**src/rtl/mdu_pkg.sv**
```systemverilog
// Shared definitions for the multiply/divide (HI/LO) sequencer:
// operation encoding and FSM state encoding.
package mdu_pkg;

  localparam logic [1:0] OP_MULT  = 2'b00;
  localparam logic [1:0] OP_MULTU = 2'b01;
  localparam logic [1:0] OP_DIV   = 2'b10;
  localparam logic [1:0] OP_DIVU  = 2'b11;

  typedef enum logic [1:0] {
    IDLE = 2'b00,
    RUN  = 2'b01,
    FIX  = 2'b10
  } state_t;

endpackage

```
**src/rtl/mdu_step.sv**
```systemverilog
// One iteration of the iterative multiply/divide datapath.
// Multiply: shift-add on {upper(W+1), lower(W)}; divide: restoring step on
// {remainder(W+1), quotient(W)}. Operands are magnitudes (unsigned).
module mdu_step #(
  parameter int WIDTH = 32
) (
  input  logic               is_div,
  input  logic [2*WIDTH:0]   acc_in,
  input  logic [WIDTH-1:0]   opnd,
  output logic [2*WIDTH:0]   acc_out
);

  logic [WIDTH:0]   sum;
  logic [2*WIDTH:0] shl;
  logic [WIDTH+1:0] diff;

  // Single combinational iteration; the MSB of diff is the trial-subtract borrow.
  always_comb begin
    sum  = {acc_in[2*WIDTH], acc_in[2*WIDTH-1:WIDTH]} + {1'b0, opnd};
    shl  = {acc_in[2*WIDTH-1:0], 1'b0};
    diff = {1'b0, shl[2*WIDTH:WIDTH]} - {2'b00, opnd};
    if (is_div) begin
      if (!diff[WIDTH+1]) acc_out = {diff[WIDTH:0], shl[WIDTH-1:1], 1'b1};
      else                acc_out = shl;
    end else if (acc_in[0]) begin
      acc_out = {1'b0, sum, acc_in[WIDTH-1:1]};
    end else begin
      acc_out = {2'b00, acc_in[2*WIDTH-1:WIDTH], acc_in[WIDTH-1:1]};
    end
  end

endmodule

```
**src/rtl/mdu_sequencer.sv**
```systemverilog
// Multi-cycle MULT/MULTU/DIV/DIVU sequencer writing HI/LO, one bit per cycle.
// Optional macro MDU_ABORT_EN adds an abort input that cancels a running
// operation without touching HI/LO.
module mdu_sequencer
  import mdu_pkg::*;
#(
  parameter int  WIDTH = 32,
  localparam int CNT_W = $clog2(WIDTH)
) (
  input  logic             clk,
  input  logic             rst,
  input  logic             start,
`ifdef MDU_ABORT_EN
  input  logic             abort,
`endif
  input  logic [1:0]       op,
  input  logic [WIDTH-1:0] oprd1,
  input  logic [WIDTH-1:0] oprd2,
  output logic             busy,
  output logic             done,
  output logic             div_by_zero,
  output logic [WIDTH-1:0] hi,
  output logic [WIDTH-1:0] lo
);

  state_t state, state_nxt;
  logic [CNT_W-1:0]   cnt;
  logic [2*WIDTH:0]   acc, acc_step;
  logic [WIDTH-1:0]   opnd;
  logic               is_div, neg_res, neg_rem;

  logic               div_op, signed_op, div0, sgn1, sgn2, abort_hit;
  logic [WIDTH-1:0]   abs1, abs2;
  logic [2*WIDTH-1:0] prod, prod_fix;
  logic [WIDTH-1:0]   quot, rem, fix_hi, fix_lo;

  function automatic logic [WIDTH-1:0] mag(input logic [WIDTH-1:0] x, input logic sgn);
    return sgn ? -x : x;
  endfunction

  // Operand decode, magnitudes and final sign correction of the raw result.
  always_comb begin
    div_op    = (op == OP_DIV) || (op == OP_DIVU);
    signed_op = (op == OP_MULT) || (op == OP_DIV);
    div0      = div_op && (oprd2 == '0);
    sgn1      = signed_op && oprd1[WIDTH-1];
    sgn2      = signed_op && oprd2[WIDTH-1];
    abs1      = mag(oprd1, sgn1);
    abs2      = mag(oprd2, sgn2);
    prod      = acc[2*WIDTH-1:0];
    prod_fix  = neg_res ? -prod : prod;
    quot      = acc[WIDTH-1:0];
    rem       = acc[2*WIDTH-1:WIDTH];
    fix_hi    = is_div ? mag(rem, neg_rem) : prod_fix[2*WIDTH-1:WIDTH];
    fix_lo    = is_div ? mag(quot, neg_res) : prod_fix[WIDTH-1:0];
`ifdef MDU_ABORT_EN
    abort_hit = abort && (state != IDLE);
`else
    abort_hit = 1'b0;
`endif
  end

  mdu_step #(.WIDTH(WIDTH)) u_step (
    .is_div  (is_div),
    .acc_in  (acc),
    .opnd    (opnd),
    .acc_out (acc_step)
  );

  // Next-state logic; abort (when built in) returns to IDLE from RUN/FIX.
  always_comb begin
    state_nxt = state;
    case (state)
      IDLE:    if (start && !div0) state_nxt = RUN;
      RUN:     if (cnt == CNT_W'(WIDTH - 1)) state_nxt = FIX;
      FIX:     state_nxt = IDLE;
      default: state_nxt = IDLE;
    endcase
    if (abort_hit) state_nxt = IDLE;
  end

  // State register.
  always_ff @(posedge clk) begin
    if (rst) state <= IDLE;
    else     state <= state_nxt;
  end

  // Counter, done/div_by_zero pulses and architectural HI/LO.
  always_ff @(posedge clk) begin
    if (rst) begin
      cnt         <= '0;
      done        <= 1'b0;
      div_by_zero <= 1'b0;
      hi          <= '0;
      lo          <= '0;
    end else begin
      done        <= 1'b0;
      div_by_zero <= 1'b0;
      case (state)
        IDLE: if (start) begin
          cnt <= '0;
          if (div0) begin
            done        <= 1'b1;
            div_by_zero <= 1'b1;
            hi          <= oprd1;
            lo          <= '1;
          end
        end
        RUN:  cnt <= cnt + CNT_W'(1);
        FIX:  if (!abort_hit) begin
          hi   <= fix_hi;
          lo   <= fix_lo;
          done <= 1'b1;
        end
        default: ;
      endcase
    end
  end

  // Iteration datapath: load magnitudes at start, one step per RUN cycle.
  always_ff @(posedge clk) begin
    if (state == IDLE && start) begin
      is_div  <= div_op;
      neg_res <= sgn1 ^ sgn2;
      neg_rem <= sgn1;
      acc     <= {{(WIDTH+1){1'b0}}, (div_op ? abs1 : abs2)};
      opnd    <= div_op ? abs2 : abs1;
    end else if (state == RUN) begin
      acc <= acc_step;
    end
  end

  assign busy = (state != IDLE);

endmodule

```
**config.mk**
```make
export PLATFORM = sky130hd
export DESIGN_NAME = mdu_sequencer
export DESIGN_NICKNAME = d
export VERILOG_FILES = /design/src/rtl/mdu_pkg.sv /design/src/rtl/mdu_step.sv /design/src/rtl/mdu_sequencer.sv
export SDC_FILE = /design/constraint.sdc
export NUM_CORES = 1
export LEC_CHECK = 0
export ABC_CLOCK_PERIOD_IN_PS = 6700
export CORE_UTILIZATION = 37
export CTS_CLUSTER_SIZE = 12
export DETAILED_ROUTE_END_ITERATION = 7
export PLACE_DENSITY = 0.61
export REMOVE_ABC_BUFFERS = 1
export SLEW_MARGIN = 20
export SYNTH_ARGS = -nofsm -noshare
export SYNTH_HDL_FRONTEND = slang
export SYNTH_HIERARCHICAL = 1
export SYNTH_SLANG_ARGS = --single-unit
```
**constraint.sdc**
```tcl
create_clock -name clk -period 6.7 [get_ports clk]
set_input_delay 1.34 -clock clk [delete_from_list [all_inputs] [get_ports clk]]
set_output_delay 1.34 -clock clk [all_outputs]
set_load 0.005 [all_outputs]
```
==> reports/results.ini, run 1 <==
[layout]
nNetsFinal=2158
layout_commonest_cell=nand2_1
syn_to_final_growth_pct=14.75
fillers=4227
layout_common_cells=nand2_1, a21oi_1, nor2_1
layout-drive-gt1-share_pct=6.749
antenna_cells=0
fin_util_pct=43.19
final_area_um2=17670

[logic_synthesis]
synth.distinct_cells=90
yosysSeqAreaShare_pct=26.84
synth_edf_count=67
synthSimpleGateAreaFrac_pct=21.60
synth_area_leaders=dfxtp_1, edfxtp_1, a21oi_1
yosysWarnings=6
synthMuxAreaShare_pct=5.516
async_reset_ff_share_pct=0
synthXorXnorAreaFrac_pct=8.758
avgSynthCellArea_um2=7.834
synth_top_family_by_area=compound AO/OA/AOI/OAI gates
syn_area_um2=15400
synthFlopType=dfxtp_1
synth_fa_ha_area_share_pct=5.947
synthDominantCellAreaShare_pct=13.78
synth_compound_area_share_pct=26.15
ys_ff_latch=173
yosysTopAreaCell=dfxtp_1
netlist_instances=1966

[die]
die_y_um=206.0
die-width_um=206.0
die_area_um2=42440
core_um2=40920
num_io_pins=136
rows=74
start_util_pct=37.63

[setup_path]
cp_max_fo=11
crit_arrival_ns=4.94
worstPathRequired_ns=7.07
r2r_end=acc[45]
critical_path.startpoint_type=input port
worstReg2RegStart=acc[34]
rr_worst_depth=12
worst-r2r-setup-slack_ns=2.39
path_class=input port to flip-flop
endpoint_kind=flip-flop

[placement]
dp_hpwl_um=41770
place.gp.congestion=0.9261
io_buffers=135
placed_cell_area_um2=17080

[sta]
hold_ws_ns=0.4718
finalSetupTns_ns=0
fin_skew_ns=0.009068
tightest_slew_ns=1.163
finalCritPeriodShare_pct=68.30
max_freq_ghz=0.2185
rsz0062_at_grt=false
hold_viol=0
fin_crit_ns=4.576
slew_violations=0
max_slew_margin_pct=21.83
setup_violations=0

[global_route]
grt_pass1_vias=14810
grt_pass1_wl_um=85120
grt_overflow_total=0
grt_max_degree=73
track_usage_pct=25.91
antenna_found_initial=0

[power_and_ir_drop]
power.leakage_uw=0.006591
power_uw=3820
irDropWorstVdd_uv=178.3
p_per_area_nw_per_um2=216.1

[clock_network]
insertion_delay_ns=0.45
clk_transition_reported_paths_ns=0.07
numClockSinks=173
ctsResizeCount=0
cts_root_buffer=clkbuf_16
cts_buffer_depth=2
cts_setup_buffers=0
numCtsBuffers=17
h-tree-depth=4
cts_tree=yes
hold_buffers=0

[worst_hold_path]
worstHoldPathCells=1
whs_endpoint=cnt[3]
hold_path.class=flip-flop to flip-flop
hold_path_startpoint=cnt[3]

[detailed_routing]
wl_per_cell_um=21.51
vias_per_cell=6.064
drc=0
first_pass_iters=5
antenna_left=0
drtIter0Drc=1374
vias=15540
drt_wl_total_um=55100

[run]
cap_violations=0

[status]
status=complete, no violations

## worst max path at each step
stage	startpoint	slack (ns)	cells after the start	to
floorplan	start	1.61	5	acc[0]
global route	oprd2[0]	1.95	9	hi[14]
CTS	oprd2[0]	2.14	9	hi[14]
finish	oprd2[10]	2.12	7	hi[16]
detailed placement	oprd2[0]	1.69	9	hi[14]
global placement	oprd2[0]	1.73	10	hi[7]
## report_power, final
group | switching, uW | internal (uW) | total, uW
clock | 481 | 568 | 1050
combinational | 848 | 569 | 1420
sequential | 162 | 1190 | 1350
total | 1490 | 2330 | 3820
## worst max-delay path, stage by stage
cell,delay [ns]
clkdlybuf4s50_1,0.49
nor3_1,0.49
nand4_1,0.58
or3_1,0.62
nor4_2,1.00
a22oi_1,0.17
o22ai_1,0.23
## synthesized netlist by cell type, drive strengths merged, types with 11 or more instances
cell type / count
edfxtp: 67
inv: 71
a22oi: 11
nand2b: 20
a21oi: 187
and3: 12
nor3: 49
nand3: 34
mux2i: 44
nand2: 215
ha: 70
buf: 26
o41ai: 22
o21ai: 103
a21o: 36
xnor2: 78
and2: 11
a211oi: 53
nor2: 171
o221ai: 14
xor2: 76
o21a: 11
nand4: 14
or3: 18
clkbuf: 101
o211ai: 12
mux2: 36
or4: 25
a31oi: 27
dfxtp: 106
nor4: 34
nor2b: 37
nor3b: 12
o22ai: 32
o31ai: 31
## metrics by stage
stage	cells	setup slack, ns
global route	2562	1.954
finish	2562	2.124
global placement	2530	1.731
detailed placement	2530	1.691
floorplan	1839	1.612
CTS	2562	2.142
## state kept, by name, summed over array words and instances (netlist names)
name         count
lo              32
hi              32
div_by_zero      1
done             1
neg_res          1
is_div           1
opnd            32
acc             65
state            2
cnt              5
neg_rem          1
## area by class of cell
type                            count  area [um^2]  area share, %
Inverter                           71        266.5          1.508
Sequential cell                   173         4134          23.39
Tap cell                          532        665.6          3.766
Clock inverter                     14        155.1         0.8779
Timing Repair Buffer              159         1521          8.609
Clock buffer                       18        439.2          2.485
Multi-Input combinational cell   1595        10490          59.36
## kinds of logic (layout without fill, tap and decap cells)
group / Yosys count / in the layout
compound gates: 612 / 612
xor+xnor: 154 / 154
fa+ha+maj: 72 / 72
buf+inv: 198 / 262
flops: 173 / 173
mux: 80 / 80
simple gates: 677 / 677
## metal layers
| layer | GRT usage, % | vias up | wire [um] |
|---|---|---|---|
| li1 | - | 7380 | - |
| met1 | 32.76 | 7419 | 23390 |
| met2 | 43.62 | 625 | 26140 |
| met3 | 3.469 | 113 | 3277 |
| met4 | 11.71 | 0 | 2296 |
| met5 | 0 | - | 0 |
Note: power is estimated with default switching activity, not from simulation.
==> run 2: changes to the inputs <==
- ABC_CLOCK_PERIOD_IN_PS: 6700 -> 4200
- PLACE_DENSITY: 0.61 -> 0.63
- clock period: 6.7 -> 4.2 ns (I/O delays scaled with it)
==> reports/results.ini, run 2 (synthesis results as in run 1) <==
[detailed_routing]
first_pass_iters=6  ; was 5
vias_per_cell=6.062  ; was 6.064
drtIter0Drc=1496  ; was 1374
antenna_left=0  ; unchanged
drc=0  ; unchanged
drt_wl_total_um=55880  ; was 55100 um
vias=15810  ; was 15540
wl_per_cell_um=21.43  ; was 21.51 um

[layout]
multi_input_area_um2=10490  ; unchanged
nNetsFinal=2204  ; was 2158
antenna_cells=0  ; unchanged
fillers=4062  ; was 4227
layout_commonest_cell=nand2_1  ; unchanged
final_area_um2=18040  ; was 17670 um^2
layout-drive-gt1-share_pct=8.719  ; was 6.749%
layout_common_cells=nand2_1, a21oi_1, nor2_1  ; unchanged
seq_area_um2=4134  ; unchanged
syn_to_final_growth_pct=17.14  ; was 14.75%
top_register=acc  ; unchanged
fin_util_pct=44.08  ; was 43.19%
largest_register_ffs=65  ; unchanged

[die]
rows=74  ; unchanged
start_util_pct=37.63  ; unchanged
die_y_um=206.0  ; unchanged
die-width_um=206.0  ; unchanged
num_io_pins=136  ; unchanged
die_area_um2=42440  ; unchanged
core_um2=40920  ; unchanged

[placement]
io_buffers=135  ; unchanged
place.gp.congestion=0.9373  ; was 0.9261
pre_cts_slack_ns=0.2520  ; was 1.691 ns
placed_cell_area_um2=17450  ; was 17080 um^2
dp_hpwl_um=42550  ; was 41770 um

[sta]
setup_violations=0  ; unchanged
slew_violations=0  ; unchanged
finalSetupTns_ns=0  ; unchanged
finalCritPeriodShare_pct=86.98
max_slew_margin_pct=28.03  ; was 21.83%
fin_skew_ns=0.01049  ; was 0.009068 ns
fin_crit_ns=3.653
rsz0062_at_grt=false  ; unchanged
hold_viol=0  ; unchanged
setup_slack_ns=0.5469  ; was 2.124 ns
max_freq_ghz=0.2737
tightest_slew_ns=1.075  ; was 1.163 ns

[clock_network]
numClockSinks=173  ; unchanged
ctsResizeCount=0  ; unchanged
hold_buffers=0  ; unchanged
clk_transition_reported_paths_ns=0.07  ; about the same
h-tree-depth=4  ; unchanged
cts_root_buffer=clkbuf_16  ; unchanged
cts_tree=yes  ; unchanged
cts_buffer_depth=2  ; unchanged
numCtsBuffers=17  ; unchanged
insertion_delay_ns=0.45  ; about the same
cts_setup_buffers=0  ; unchanged

[power_and_ir_drop]
p_per_area_nw_per_um2=340.4  ; was 216.1 nW/um^2
power.leakage_uw=0.006834  ; was 0.006591 uW
irDropWorstVdd_uv=265.4  ; was 178.3 uV
power_uw=6142  ; was 3820 uW

[setup_path]
worstPathRequired_ns=4.57  ; was 7.07 ns
crit_arrival_ns=4.02  ; was 4.94 ns
crit_chain=inv_1 > ha_1 > nor2b_1 > o2111ai_1 > a2111oi_2 > nor2_1 > nand2_1 > a21oi_4 > buf_4 > nor2b_1 > and2_1 > a211oi_2 > nand2_1 > a21oi_1  ; was clkdlybuf4s50_1 > nor3_1 > nand4_1 > or3_1 > nor4_2 > a22oi_1 > o22ai_1
crit_path_max_incr_delay_ns=0.50  ; was 1.00 ns
endpoint_kind=flip-flop  ; unchanged
timing.critical_path.max_delay_family=compound AO/OA/AOI/OAI gates  ; was simple AND/OR/NAND/NOR gates
critPathBufInv=2  ; was 1
cp_max_fo=15  ; was 11
critical_path.startpoint_type=flip-flop  ; was input port
cp_slowest_cell=a21oi_4  ; was nor4_2
path_class=flip-flop to flip-flop  ; was input port to flip-flop

[global_route]
grt_overflow_total=0  ; unchanged
track_usage_pct=26.03  ; was 25.91%
grt_max_degree=61  ; was 73
grt_pass1_vias=15050  ; was 14810
grt_pass1_wl_um=85780  ; was 85120 um
antenna_found_initial=0  ; unchanged

[worst_hold_path]
hold_path.class=flip-flop to flip-flop  ; unchanged

[status]
status=complete, no violations  ; unchanged

[run]
cap_violations=0  ; unchanged

-- run 2: cell types whose count changed in the layout (fill, tap and decap cells not counted), sizes merged --
cell    delta
clkbuf     +5
buf       +46
clkinv     +2
inv        -6
bufinv     -1
-- run 2: path summary, 6_finish.rpt --
check	start	endpoint	slack, ns	cells past startpoint
worst min register to register	cnt[3]	cnt[3]	0.48	1
worst max-delay path	opnd[1]	acc[57]	0.55	14
worst max register to register	opnd[1]	acc[57]	0.55	14
worst min-delay path	cnt[3]	cnt[3]	0.48	1
-- run 2: stage by stage --
step,instances,hold WS (ns)
6_report,2608,0.4766
3_3_place_gp,2576,0.4450
2_1_floorplan,1839,0.4236
5_1_grt,2608,0.4771
4_1_cts,2608,0.4655
3_5_place_dp,2576,0.4497
-- run 2: layout make-up --
class	instances	area share [%]
flip-flops and latches	173	22.91
multi-input cells	1595	58.15
inverters	71	1.477
well taps	532	3.690
clock inverters	9	0.4508
repair buffers	205	10.49
clock buffers	23	2.830
-- run 2: where the power goes --
part,leakage [uW],switching (uW),internal (uW)
logic,0.00503,1450,957
registers,0.00151,184,1900
clock network,0.000294,735,919
total,0.00683,2370,3780
-- run 2: layer usage --
layer | vias to the layer above | GRT usage, % | share of wire [%]
met5 | - | 0 | 0
met4 | 0 | 12.21 | 4.3
met3 | 111 | 3.390 | 6.6
met2 | 719 | 43.52 | 47
met1 | 7516 | 33.06 | 42
li1 | 7463 | - | -
